## config.mk

```make
export PLATFORM = sky130hd
export DESIGN_NAME = x_div
export DESIGN_NICKNAME = d
export VERILOG_FILES = /design/src/rtl/x_div.sv
export SDC_FILE = /design/constraint.sdc
export NUM_CORES = 1
export LEC_CHECK = 0
export CELL_PAD_IN_SITES_DETAIL_PLACEMENT = 1
export CELL_PAD_IN_SITES_GLOBAL_PLACEMENT = 1
export CORE_ASPECT_RATIO = 0.5
export CORE_MARGIN = 2
export CORE_UTILIZATION = 41
export CTS_CLUSTER_SIZE = 14
export DETAILED_ROUTE_END_ITERATION = 8
export PLACE_DENSITY = 0.92
export SETUP_SLACK_MARGIN = 0.2
export SLEW_MARGIN = 0
export SYNTH_ARGS = -nofsm -noshare
export SYNTH_HDL_FRONTEND = slang
export SYNTH_SLANG_ARGS = --single-unit
```

## constraint.sdc

```tcl
create_clock -name clk -period 6.3 [get_ports clk]
set_clock_uncertainty 0.1 [all_clocks]
set_input_delay 1.89 -clock clk [delete_from_list [all_inputs] [get_ports clk]]
set_output_delay 1.89 -clock clk [all_outputs]
set_load 0.03 [all_outputs]
```

## src/rtl/x_div.sv

```systemverilog
// Sequential radix-2 restoring divider: 2W-bit dividend / W-bit divisor, one quotient bit per clock.
// Define XDIV_SIGNED_EN for two's complement operands (truncating division); unsigned otherwise.
module x_div #(
  parameter int unsigned bus_width = 16
) (
  input  logic                   clk,
  input  logic                   rst,
  input  logic                   start,
  input  logic [2*bus_width-1:0] A,
  input  logic [bus_width-1:0]   B,
  output logic [2*bus_width-1:0] Q,
  output logic [bus_width-1:0]   R,
  output logic                   busy,
  output logic                   done,
  output logic                   dbz
);

  localparam int unsigned DW = 2 * bus_width;
  localparam int unsigned CW = $clog2(DW);

  typedef enum logic {IDLE, RUN} state_t;

  state_t state, state_nx;

  // dvd shifts the dividend out of its MSB while quotient bits enter at the LSB
  logic [DW-1:0]        dvd;
  logic [bus_width-1:0] dvs;
  logic [bus_width-1:0] prem;
  logic [CW-1:0]        cnt;
  logic                 dbz_pend;

  logic                 accept, last;
  logic [bus_width:0]   rem_sh;
  logic                 q_bit;
  logic [bus_width-1:0] diff, rem_nx;
  logic [DW-1:0]        quo_nx, a_mag, q_fin;
  logic [bus_width-1:0] b_mag, r_fin;

`ifdef XDIV_SIGNED_EN
  logic neg_q, neg_r;
`endif

  always_ff @(posedge clk or posedge rst) begin
    if (rst) state <= IDLE;
    else     state <= state_nx;
  end

  // A pending divide-by-zero result blocks acceptance so busy and done never overlap.
  always_comb begin
    state_nx = state;
    accept   = 1'b0;
    last     = 1'b0;
    case (state)
      IDLE: begin
        if (start && !dbz_pend) begin
          accept = 1'b1;
          if (B != '0) state_nx = RUN;
        end
      end
      RUN: begin
        if (cnt == CW'(DW - 1)) begin
          last     = 1'b1;
          state_nx = IDLE;
        end
      end
      default: state_nx = IDLE;
    endcase
  end

  always_comb begin
    rem_sh = {prem, dvd[DW-1]};
    q_bit  = (rem_sh >= {1'b0, dvs});
    // partial remainder stays below dvs, so the low W bits of the difference are exact
    diff   = rem_sh[bus_width-1:0] - dvs;
    rem_nx = q_bit ? diff : rem_sh[bus_width-1:0];
    quo_nx = {dvd[DW-2:0], q_bit};
`ifdef XDIV_SIGNED_EN
    a_mag  = A[DW-1] ? -A : A;
    b_mag  = B[bus_width-1] ? -B : B;
    q_fin  = neg_q ? -quo_nx : quo_nx;
    r_fin  = neg_r ? -rem_nx : rem_nx;
`else
    a_mag  = A;
    b_mag  = B;
    q_fin  = quo_nx;
    r_fin  = rem_nx;
`endif
  end

  always_ff @(posedge clk or posedge rst) begin
    if (rst) begin
      dvd      <= '0;
      dvs      <= '0;
      prem     <= '0;
      cnt      <= '0;
      dbz_pend <= 1'b0;
      Q        <= '0;
      R        <= '0;
      busy     <= 1'b0;
      done     <= 1'b0;
      dbz      <= 1'b0;
`ifdef XDIV_SIGNED_EN
      neg_q    <= 1'b0;
      neg_r    <= 1'b0;
`endif
    end else begin
      done     <= 1'b0;
      dbz_pend <= 1'b0;
      if (accept) begin
        dvd  <= a_mag;
        dvs  <= b_mag;
        prem <= '0;
        cnt  <= '0;
`ifdef XDIV_SIGNED_EN
        neg_q <= A[DW-1] ^ B[bus_width-1];
        neg_r <= A[DW-1];
`endif
        if (B == '0) dbz_pend <= 1'b1;
        else         busy     <= 1'b1;
      end
      if (dbz_pend) begin
        Q    <= '1;
        R    <= '0;
        dbz  <= 1'b1;
        done <= 1'b1;
      end
      if (state == RUN) begin
        dvd  <= quo_nx;
        prem <= rem_nx;
        cnt  <= cnt + 1'b1;
        if (last) begin
          Q    <= q_fin;
          R    <= r_fin;
          dbz  <= 1'b0;
          done <= 1'b1;
          busy <= 1'b0;
        end
      end
    end
  end

endmodule
```

==> results summary <==
The run finished with clean final reports. Once layout is complete, the utilization of the core stands at around 54%. The length of the first detailed-routing pass in iterations came out at 4. The sequential cell area came out at 3050 um^2. Clock-pin slew was measured on the worst setup and hold paths at about 0.060 ns. The clock passes through at most 2 buffers. The part of the power in combinational logic came out at about half. The number of warning messages in the yosys log came out at 0. The number of antenna violations at the first check in global routing came out at 0. The highest net fanout along the worst path came out at 29.

The design draws around 4800 uW. The number of distinct library cells after synthesis is 53. The endpoint required time on the critical path is about 6.4 ns.

The number of hold buffers added after CTS was 0. The cell class contributing the biggest share of worst-path delay is buffers and inverters. The most used flip-flop cell after synthesis is sky130_fd_sc_hd__dfrtp_1. The post-synthesis to final-layout area growth is 29.3%. The maximum number of pins on one net before global-route repair came out at 84. The wire length of the first global-routing pass is slightly below 30,000 um. The signal arrival time at the worst endpoint is slightly below 4 ns.

The global routing usage summed across all routing layers came out at a little under a quarter. The worst-case IR drop observed on VDD is 0.242 mV. The ratio of final minimum period to clock period came out at about three fifths. On the worst path, the slowest cell contributes a delay of between 0.7 and 0.8 ns. The gate count of the mapped netlist came out at between 600 and 700. The critical path goes through clkdlybuf4s50_1 -> nor2b_4 -> buf_4 -> mux2i_1 -> o21ai_0. The switching share of total power came out at approximately 43%. The cell area after synthesis came out at 6010 um^2. TritonCTS built the clock tree. The worst max-slew margin expressed relative to the limit is approximately 15%. Dividing the detail-routed via count by the number of cells gives 5.35. The antenna violation net count after detailed routing came out at 0. The number of diodes added for antenna fixing is 0. On the final layout, the worst hold slack is between 0.3 and 0.4 ns.

In this run the horizontal extent of the chip is 175 um. The number of storage elements in the synthesis netlist is roughly 120. The vertical die dimension came out at between 80 and 90 um. The sequential share of power came out at between 20 and 30%.

The shortest period the worst path allows came out at between 3 and 4 ns. STA classifies the critical path endpoint as a flop. In this run the static leakage power is about 0.0034 uW. After the last flow step, the layout net total stands at 792. The routed layout has ~5,000 vias. The hold violation total from the final report was 0. The share of post-route cells with drive strength above 1 is ~8%. The post-DP HPWL came out at around 12,000 um. The switching power of the nets came out at 2060 uW.

The final max-slew violation count is 0. The slowest stage of the critical path is the sky130_fd_sc_hd__nor2b_4 cell. For this design the ratio of total power to cell area is a little over 600 nW/um^2. Together, buffers and inverters on the worst path number 2.

The start-to-end type of the worst setup path is in -> reg. The design internal power is approximately 2800 uW. The filler cells instantiated in the layout total roughly 1,600.

The number of setup violations in the final report came out at 0. The number of DRC markers in iteration 0 came out at ~280. The slew at the pin with the worst max-slew slack is 1.28 ns. The number of flops mapped to enable cells by yosys is 0. The H-tree was split into 4 levels. The root buffer cell is sky130_fd_sc_hd__clkbuf_16.

After detailed routing, the average wire length per cell comes to about 19 um. The post-CTS setup-driven buffer insertion count is 0. The remaining global-route overflow is 0. The maximum clock frequency is roughly 0.26 GHz. The number of gates resized after CTS is 0. The area used by multi-input combinational logic is between 2000 and 3000 um^2. The number of clock sinks is between 100 and 150. TritonCTS created 17 clock buffers. The global placer's final weighted congestion is between 0.8 and 0.9. The core region is 14,400 um^2. The reported max-cap violation count is 0. The sum of routed wire length over all layers is roughly 18,000 um.

The total die area is between 15,000 and 20,000 um^2. The clock latency reported for the late side of the worst-skew pair came out at 0.42 ns. The number of nets in the synthesized netlist came out at between 700 and 800. The initial utilization of the core area, before any placement, comes to roughly two fifths. For this run, design rule violations remaining after detail routing come to 0. The number of buffer cells added on primary ports is slightly above 100. The async set-reset flop share out of synthesis came out at 100%. Row generation in the floorplan step produced 31 rows.

Setup repair after global routing left no endpoint under its margin. The number of global-route vias before repair came out at roughly 5,600. The average instance in the mapped netlist occupies 9.48 um^2. The worst setup path is launched from a primary input. The clock network burns 20.9% of the power. After synthesis, flip-flops and latches occupy ~51% of the total area. The path class of the tightest hold or removal check is reg -> reg. The accumulated negative setup slack came out at 0 ns. The number of primary I/O pins came out at about 100.
[cell usage after synthesis (4+ instances only)]
cell type                  count  area share, %
sky130_fd_sc_hd__o21ai_0     101            8.4
sky130_fd_sc_hd__dfrtp_1     122             51
sky130_fd_sc_hd__o22ai_1      10            1.0
sky130_fd_sc_hd__xor2_1        4           0.58
sky130_fd_sc_hd__xnor2_1       7            1.0
sky130_fd_sc_hd__nor4_1        5           0.52
sky130_fd_sc_hd__a21oi_1      11           0.92
sky130_fd_sc_hd__nand4_1       5           0.52
sky130_fd_sc_hd__nor2_1       20            1.2
sky130_fd_sc_hd__inv_1        24            1.5
sky130_fd_sc_hd__nand3b_1      4           0.50
sky130_fd_sc_hd__and3_1        5           0.52
sky130_fd_sc_hd__nand3_1       5           0.42
sky130_fd_sc_hd__o21ai_1       9           0.75
sky130_fd_sc_hd__nand2_1     146            9.1
sky130_fd_sc_hd__ha_1         18            3.7
sky130_fd_sc_hd__buf_2         4           0.33
sky130_fd_sc_hd__a22o_1        4           0.58
sky130_fd_sc_hd__mux2i_1      43            7.2
sky130_fd_sc_hd__nor2b_1       4           0.42
sky130_fd_sc_hd__clkbuf_1     31            1.9
sky130_fd_sc_hd__a21o_1        6           0.75
[cells in the final DEF (no fill, tap or decap), drive strengths merged, types with 5 or more instances in the layout]
master | synthesis | routed
dfrtp | 122 | 122
ha | 18 | 18
nand3 | 5 | 5
o21ai | 111 | 111
nor4 | 5 | 5
buf | 9 | 8
clkdlybuf4s50 | 0 | 101
mux2 | 6 | 6
mux2i | 43 | 43
and3 | 5 | 5
clkbuf | 31 | 18
inv | 24 | 26
xnor2 | 7 | 7
nor2 | 20 | 20
a21oi | 14 | 14
clkinvlp | 0 | 5
o22ai | 10 | 10
a21o | 6 | 6
nand4 | 5 | 5
nand2 | 147 | 147
[state kept, by name (all words and copies together), names as in the netlist]
name	flops
dbz_pend	1
prem	16
Q	32
R	16
dbz	1
dvd	32
done	1
busy	1
state	1
cnt	5
dvs	16
[worst reg2reg max path: stages, from the launching register on]
cell                       delay (ns)
sky130_fd_sc_hd__dfrtp_1         0.36
sky130_fd_sc_hd__inv_1           0.15
sky130_fd_sc_hd__ha_1            0.20
sky130_fd_sc_hd__inv_1           0.06
sky130_fd_sc_hd__fa_1            0.40
sky130_fd_sc_hd__a211oi_1        0.46
sky130_fd_sc_hd__o21ai_0         0.25
sky130_fd_sc_hd__a22oi_1         0.34
sky130_fd_sc_hd__o21ai_0         0.19
sky130_fd_sc_hd__xor2_1          0.18
sky130_fd_sc_hd__mux2i_1         0.27
sky130_fd_sc_hd__o22ai_1         0.13
[through the flow]
step                cells  setup slack [ns]  instance area [um^2]
floorplan             634              1.07                  6010
global route          933              2.34                  7770
CTS                   933              2.46                  7770
finish                933              2.48                  7770
detailed placement    901              2.03                  7170
global placement      901              2.16                  7170
[power by group through the flow]
stage | clock network (uW) | registers [uW] | logic, uW
finish | 1010 | 1410 | 2410
floorplan | 0 | 1510 | 1550
CTS | 1030 | 1410 | 2420
detailed placement | 0 | 1410 | 2360
global placement | 0 | 1390 | 2230
global route | 1060 | 1450 | 2640
[worst paths after layout]
path                                startpoint                    to  slack (ns)  depth (start not counted)
hold / removal                  R[8]$_DFF_PP0_        R[8]$_DFF_PP0_        0.38                          2
setup / recovery                         start    dvd[4]$_DFFE_PP0P_        2.48                          5
min in group asynchronous                  rst    dvs[8]$_DFFE_PP0P_        1.83                          2
hold reg to reg                 R[8]$_DFF_PP0_        R[8]$_DFF_PP0_        0.38                          2
setup reg to reg           dvd[31]$_DFFE_PP0P_  prem[14]$_DFFE_PP0P_        3.05                         11
max in group asynchronous                  rst        busy$_DFF_PP0_        3.27                          3
[kinds of logic (layout without fill, tap and decap cells)]
logic type | Yosys count | in the layout | share of synthesized area (%)
DFF | 122 | 122 | 50.8
muxes | 49 | 49 | 8.48
and+or+nand+nor | 206 | 206 | 14.7
buffers and inverters | 64 | 165 | 4.33
adders and majority gates | 19 | 19 | 4.08
AOI/OAI and AO/OA | 163 | 163 | 16.0
xor gates and xnor gates | 11 | 11 | 1.60
[layer usage]
| layer | up-vias | track usage (%) | routed length (um) |
|---|---|---|---|
| met1 | 2517 | 28.0 | 7660 |
| met3 | 29 | 4.25 | 585 |
| met2 | 98 | 44.0 | 9060 |
| met4 | 0 | 10.3 | 364 |
| li1 | 2346 | - | - |
| met5 | - | 0 | 0 |
[layout make-up]
| type | instances | share of cell area [%] |
|---|---|---|
| Tap cell | 198 | 3.19 |
| Timing Repair Buffer | 109 | 13.8 |
| Clock inverter | 14 | 2.22 |
| Multi-Input combinational cell | 448 | 34.8 |
| Clock buffer | 18 | 5.52 |
| Inverter | 24 | 1.19 |
| Sequential cell | 122 | 39.3 |
(Power assumes the default switching activity.)
